<file path="src/rtl/pi1_pkg.sv">
// Shared pi1 bus definitions: op codes, arbitration modes, FSM states and clog2.
package pi1_pkg;

  localparam logic [1:0] PINOOP = 2'd0;
  localparam logic [1:0] PIWROP = 2'd1;
  localparam logic [1:0] PIRDOP = 2'd2;
  localparam logic [1:0] PIRWOP = 2'd3;

  localparam int ARB_FIXED = 0;
  localparam int ARB_RR    = 1;

  typedef enum logic {
    ST_IDLE = 1'b0,
    ST_BUSY = 1'b1
  } arb_state_t;

  function automatic int clog2(input int v);
    int r;
    r = 0;
    while ((1 << r) < v) r++;
    return r;
  endfunction

endpackage

</file>
<file path="src/rtl/pi1_rrpick.sv">
// Rotating-priority encoder: first requester at or above ptr wins, else lowest requester.
// Purely combinational; vld is high whenever any request is present.
module pi1_rrpick #(
  parameter int N  = 2,
  parameter int PW = 1
) (
  input  logic [N-1:0]  req,
  input  logic [PW-1:0] ptr,
  output logic [N-1:0]  win,
  output logic          vld
);

  logic [N-1:0] upper;
  logic [N-1:0] cand;

  always_comb begin
    upper = {N{1'b1}} << ptr;
    cand  = ((req & upper) != '0) ? (req & upper) : req;
    // isolate lowest set bit of the candidate set
    win   = cand & (~cand + N'(1));
    vld   = (req != '0);
  end

endmodule

</file>
<file path="src/rtl/pi1_arb.sv">
// pi1 bus arbiter: N masters onto one slave, fixed or round-robin, back-to-back grants.
// Grant is registered; request/response paths are combinational through the granted master.
module pi1_arb
  import pi1_pkg::*;
#(
  parameter int MASTERCOUNT = 2,
  parameter int ARCHBITSZ   = 32,
  parameter int ARBMODE     = 1,
  localparam int ADDRBITSZ  = ARCHBITSZ - clog2(ARCHBITSZ / 8),
  localparam int SELBITSZ   = ARCHBITSZ / 8
) (
  input  logic                             clk_i,
  input  logic                             rst_i,
  input  logic [2*MASTERCOUNT-1:0]         m_op_i,
  input  logic [ADDRBITSZ*MASTERCOUNT-1:0] m_addr_i,
  input  logic [ARCHBITSZ*MASTERCOUNT-1:0] m_data_i,
  input  logic [SELBITSZ*MASTERCOUNT-1:0]  m_sel_i,
  output logic [ARCHBITSZ-1:0]             m_data_o,
  output logic [MASTERCOUNT-1:0]           m_rdy_o,
  output logic [1:0]                       s_op_o,
  output logic [ADDRBITSZ-1:0]             s_addr_o,
  output logic [ARCHBITSZ-1:0]             s_data_o,
  output logic [SELBITSZ-1:0]              s_sel_o,
  input  logic [ARCHBITSZ-1:0]             s_data_i,
  input  logic                             s_rdy_i,
  output logic [MASTERCOUNT-1:0]           gnt_o
);

  localparam int PW = (MASTERCOUNT > 1) ? clog2(MASTERCOUNT) : 1;

  arb_state_t             state;
  logic [MASTERCOUNT-1:0] g;
  logic [PW-1:0]          p;
  logic [PW-1:0]          p_nxt;
  logic [PW-1:0]          gidx;
  logic [MASTERCOUNT-1:0] req;
  logic [MASTERCOUNT-1:0] win;
  logic                   win_vld;
  logic                   busy;
  logic                   done;
  logic                   abort;
  logic                   rearb;

  always_comb begin
    req = '0;
    for (int i = 0; i < MASTERCOUNT; i++) begin
      req[i] = (m_op_i[2*i +: 2] != PINOOP);
    end
  end

  // g is all-zero in IDLE, so the AND-OR mux naturally drives zeros then
  always_comb begin
    s_op_o   = PINOOP;
    s_addr_o = '0;
    s_data_o = '0;
    s_sel_o  = '0;
    gidx     = '0;
    for (int i = 0; i < MASTERCOUNT; i++) begin
      if (g[i]) begin
        s_op_o   = m_op_i[2*i +: 2];
        s_addr_o = m_addr_i[ADDRBITSZ*i +: ADDRBITSZ];
        s_data_o = m_data_i[ARCHBITSZ*i +: ARCHBITSZ];
        s_sel_o  = m_sel_i[SELBITSZ*i +: SELBITSZ];
        gidx     = PW'(i);
      end
    end
  end

  assign busy     = (state == ST_BUSY);
  assign done     = busy && (s_op_o != PINOOP) && s_rdy_i;
  assign abort    = busy && (s_op_o == PINOOP);
  assign rearb    = !busy || done || abort;
  assign m_rdy_o  = g & {MASTERCOUNT{done}};
  assign m_data_o = busy ? s_data_i : '0;
  assign gnt_o    = g;

  // pointer only advances on a real completion; aborts leave it alone
  always_comb begin
    p_nxt = p;
    if (ARBMODE == ARB_RR && MASTERCOUNT > 1 && done) begin
      if (gidx == PW'(MASTERCOUNT - 1)) p_nxt = '0;
      else                              p_nxt = gidx + 1'b1;
    end
  end

  pi1_rrpick #(
    .N  (MASTERCOUNT),
    .PW (PW)
  ) u_pick (
    .req (req),
    .ptr (p_nxt),
    .win (win),
    .vld (win_vld)
  );

  always_ff @(posedge clk_i or negedge rst_i) begin
    if (!rst_i) begin
      state <= ST_IDLE;
      g     <= '0;
      p     <= '0;
    end else if (rearb) begin
      p <= p_nxt;
      if (win_vld) begin
        g     <= win;
        state <= ST_BUSY;
      end else begin
        g     <= '0;
        state <= ST_IDLE;
      end
    end
  end

endmodule

</file>
<file path="config.mk">
export PLATFORM = sky130hd
export DESIGN_NAME = pi1_arb
export DESIGN_NICKNAME = d
export VERILOG_FILES = /design/src/rtl/pi1_pkg.sv /design/src/rtl/pi1_rrpick.sv /design/src/rtl/pi1_arb.sv
export SDC_FILE = /design/constraint.sdc
export NUM_CORES = 1
export LEC_CHECK = 0
export ABC_CLOCK_PERIOD_IN_PS = 1100
export CAP_MARGIN = 25
export CORE_AREA = 2 2 106 108
export CTS_BUF_LIST = sky130_fd_sc_hd__clkbuf_4
export DETAILED_ROUTE_END_ITERATION = 6
export DIE_AREA = 0 0 108 110
export DONT_BUFFER_PORTS = 1
export PLACE_DENSITY = 0.3
export SLEW_MARGIN = 40
export SYNTH_ARGS = -nofsm -noshare
export SYNTH_HDL_FRONTEND = slang
export SYNTH_SLANG_ARGS = --single-unit
</file>
<file path="constraint.sdc">
create_clock -name clk_i -period 1.1 [get_ports clk_i]
set_input_delay 0.22 -clock clk_i [delete_from_list [all_inputs] [get_ports clk_i]]
set_output_delay 0.22 -clock clk_i [all_outputs]
set_load 0.05 [all_outputs]
</file>
==> results.sh, run 1 <==
export IMPL_ys_types=22
export IMPL_power_leakage_uw=0.00132
export IMPL_dp_cells=305
export IMPL_hold_depth=2
export IMPL_cp_end_kind="output pin"
export IMPL_drcViolationCount=0
export IMPL_grt_usage_pct=9.17
export IMPL_synth_main_ff_cell="dfrtp_1"
export IMPL_met3_usage_pct=1.41
export IMPL_final_layout_size_suffix_gt1_share_pct=89.8
export IMPL_hpwlAfterDp_mm=5.04
export IMPL_seq_area_frac_synth_pct=8.47
export IMPL_synthCells=152
export IMPL_cp_startpoint="gnt_o[1]"
export IMPL_htree_levels=1
export IMPL_status="finished with violations"
export IMPL_initial_core_util_pct=11.1
export IMPL_ys_top_cells_by_count="a22o_1 (68), and2_1 (32), buf_2 (11), nand2_1 (6), nor2_1 (5)"
export IMPL_grt_overflow_total=0
export IMPL_worst_ep_required_time_ns=0.88
export IMPL_p_per_area_nw_per_um2=3590
export IMPL_hold_path_endpoint="p"
export IMPL_maxSlewViolCount=0
export IMPL_worst_path_max_delay_cell="dfrtp_4"
export IMPL_synth_top_area_share_pct=50.4
export IMPL_cts_tree="built"
export IMPL_synth_area_um2=1180
export IMPL_relSlewSlack_pct=84.5
export IMPL_first_pass_iters=4
export IMPL_reg2reg_depth=6
export IMPL_syn_area_per_cell_um2=7.78
export IMPL_area_delta_synth_final_pct=157
export IMPL_path_max_fanout=8
export IMPL_drtAntennaViolNets=0
export IMPL_worstReg2RegStart="gnt_o[1]"
export IMPL_finalSetupViolCount=107
export IMPL_rrSetupSlack_ns=-0.26
export IMPL_hp_class="in -> reg"
export IMPL_crit_path_cell_trace="nor2b_4 > buf_4 > buf_4 > buf_16 > a22o_4"
export IMPL_nFillCells=1099
export IMPL_yosysWarnings=0
export IMPL_peakVddDrop_v=0.00117
export IMPL_post_drt_via_cell_ratio=4.73
export IMPL_multi_input_area_um2=1660
export IMPL_instances_no_fill=337
export IMPL_grt_use_met2_pct=18.4
export IMPL_synthTopCellsByArea="a22o_1 (50%), and2_1 (17%), dfrtp_1 (8.5%), buf_2 (4.7%), buf_6 (2.9%)"
export IMPL_startpoint_type="flop"
export IMPL_violations="setup timing"
export IMPL_grt_pass1_vias=1473
export IMPL_worst_slew_pin_slew_ns=0.231
export IMPL_critical_path_top_delay_family="flip-flops"
export IMPL_finClkSkew_ns=0.00683
export IMPL_numCtsBuffers=3
export IMPL_critPathArrivalTime_ns=1.52
export IMPL_timing_max_cap_violations=0
export IMPL_fmax_mhz=576
export IMPL_diodes=0
export IMPL_num_rows=38
export IMPL_nNetsFinal=370
export IMPL_pin_count=275
export IMPL_cts_sinks=4
export IMPL_dr_total_vias=1593
export IMPL_crit_top_cell="buf_4"
export IMPL_critPathMaxStageDelay_ns=0.50
export IMPL_grt_antenna_before_repair=0
export IMPL_grt_pass1_wl_mm=8.19
export IMPL_die_area_um2=11900
export IMPL_post_route_util_pct=28.4
export IMPL_clk_insertion_delay_late_ns=0.25
export IMPL_regArea_um2=105
export IMPL_fin_setup_tns_ns=-51.31
export IMPL_synth_async_sr_flop_share_pct=100
export IMPL_wl_per_cell_um=22.9
export IMPL_rsz0062_at_grt="yes"
export IMPL_synth_top_area_cell="a22o_1"
export IMPL_grt_busiest_layer="met2"
export IMPL_hold_viol=0
export IMPL_use_met1_pct=9.84
export IMPL_clk_path_buf_depth=2
export IMPL_crit_buf_inv=3
export IMPL_crit_type="reg -> out"
export IMPL_dieWidth_um=108
export IMPL_core_area_um2=10700
export IMPL_clk_pin_slew_worst_paths_ns=0.04
export IMPL_ys_seq_elements=4
export IMPL_chipHeight_um=110
export IMPL_grt_max_degree=37
export IMPL_period_share_pct=158
export IMPL_wl_mm=7.73
export IMPL_layout_min_cycle_time_ns=1.74
export IMPL_drtIter0Drc=40
export IMPL_synth_edf_count=0
export IMPL_port_buffers=0
export IMPL_synth_most_common_cell="a22o_1"
export IMPL_synth_nets=323
export IMPL_routabilityCongestion=0.750
export IMPL_hold_start="s_rdy_i"
export IMPL_cts_root_buf="clkbuf_4"
export IMPL_r2r_end="gnt_o[1]"
export IMPL_setup_ws_ns=-0.637
-- cell usage in the layout (no fill, tap or decap), drive strengths merged --
cell type	netlist	final
o221ai	1	1
dlygate4sd3	0	1
buf	17	55
nand2	6	6
nand3b	1	1
o21ai	5	5
inv	1	1
o22ai	2	2
nor2b	1	1
or2	1	1
nor3	2	2
a311oi	1	1
clkbuf	3	9
and2	32	32
a22o	68	68
dfrtp	4	4
a41oi	1	1
o21a	1	1
nor2	5	5
-- power breakdown --
part,internal [uW],leakage (uW),total [uW],switching [uW]
registers,211,0.0000416,281,70.0
logic,4260,0.00127,10400,6160
clock network,123,0.0000138,198,74.9
-- sequential cells by signal (all words and copies together), names as in the netlist --
name	cells
p	1
gnt_o	2
busy	1
-- layout make-up --
type / instances / share of cell area (%)
Clock buffer: 3 / 0.741
Inverter: 1 / 0.124
Multi-Input combinational cell: 127 / 54.6
Sequential cell: 4 / 3.46
Tap cell: 140 / 5.77
Timing Repair Buffer: 62 / 35.3
-- worst max-delay path by stage --
stage          depth (start not counted)            to  slack [ns]
3_3_place_gp                           4  s_addr_o[28]       -0.46
3_5_place_dp                           4  s_addr_o[28]       -0.48
6_report                               5   s_addr_o[9]       -0.64
2_1_floorplan                          4   s_addr_o[0]       -0.39
4_1_cts                                4   s_data_o[2]       -0.65
5_1_grt                                5   s_addr_o[9]       -0.68
-- cell families after synthesis --
family	share of synthesized area, %
AOI/OAI and AO/OA	57.2
DFF	8.47
and+or+nand+nor	23.6
buffers and inverters	10.7
-- what timing repair did --
item	CTS	global route
endpoints found under the setup margin	107	107
cloned	5	9
setup buffers	12	8
gates resized for setup	32	50
endpoints found under the hold margin	4	0
hold buffers	1	0
pin swaps	13	14
-- stage by stage --
stage / worst slack (ns) / instance area (um^2) / hold WS (ns) / power (uW)
floorplan: -0.386 / 1640 / -0.0756 / 7100
global placement: -0.464 / 2180 / -0.0754 / 8570
detailed placement: -0.475 / 2180 / -0.0754 / 8540
CTS: -0.645 / 2560 / 0.226 / 9350
global route: -0.681 / 3040 / 0.198 / 11300
finish: -0.637 / 3040 / 0.185 / 10900
-- routing by layer --
metal / vias to the layer above / part of all wire [%]
li1: 690 / -
met1: 736 / 34
met2: 158 / 57
met3: 9 / 8.2
met4: 0 / 1.0
met5: - / 0
Power figures use the tool's default switching activity.
==> run 2: changes to the inputs <==
--- a/config.mk
+++ b/config.mk
@@ -6,7 +6,6 @@
 export NUM_CORES = 1
 export LEC_CHECK = 0
 export ABC_CLOCK_PERIOD_IN_PS = 1100
-export CAP_MARGIN = 25
 export CORE_AREA = 2 2 106 108
 export CTS_BUF_LIST = sky130_fd_sc_hd__clkbuf_4
 export DETAILED_ROUTE_END_ITERATION = 6
==> results of run 2 <==
The final DEF is identical to that of run 1; final timing and power are the same.
==> run 3: changes to the inputs <==
--- a/config.mk
+++ b/config.mk
@@ -8,6 +8,7 @@
 export ABC_CLOCK_PERIOD_IN_PS = 1100
 export CORE_AREA = 2 2 106 108
 export CTS_BUF_LIST = sky130_fd_sc_hd__clkbuf_4
+export CTS_CLUSTER_DIAMETER = 200
 export DETAILED_ROUTE_END_ITERATION = 6
 export DIE_AREA = 0 0 108 110
 export DONT_BUFFER_PORTS = 1
==> results of run 3 <==
The final DEF is identical to that of run 1; final timing and power are the same.
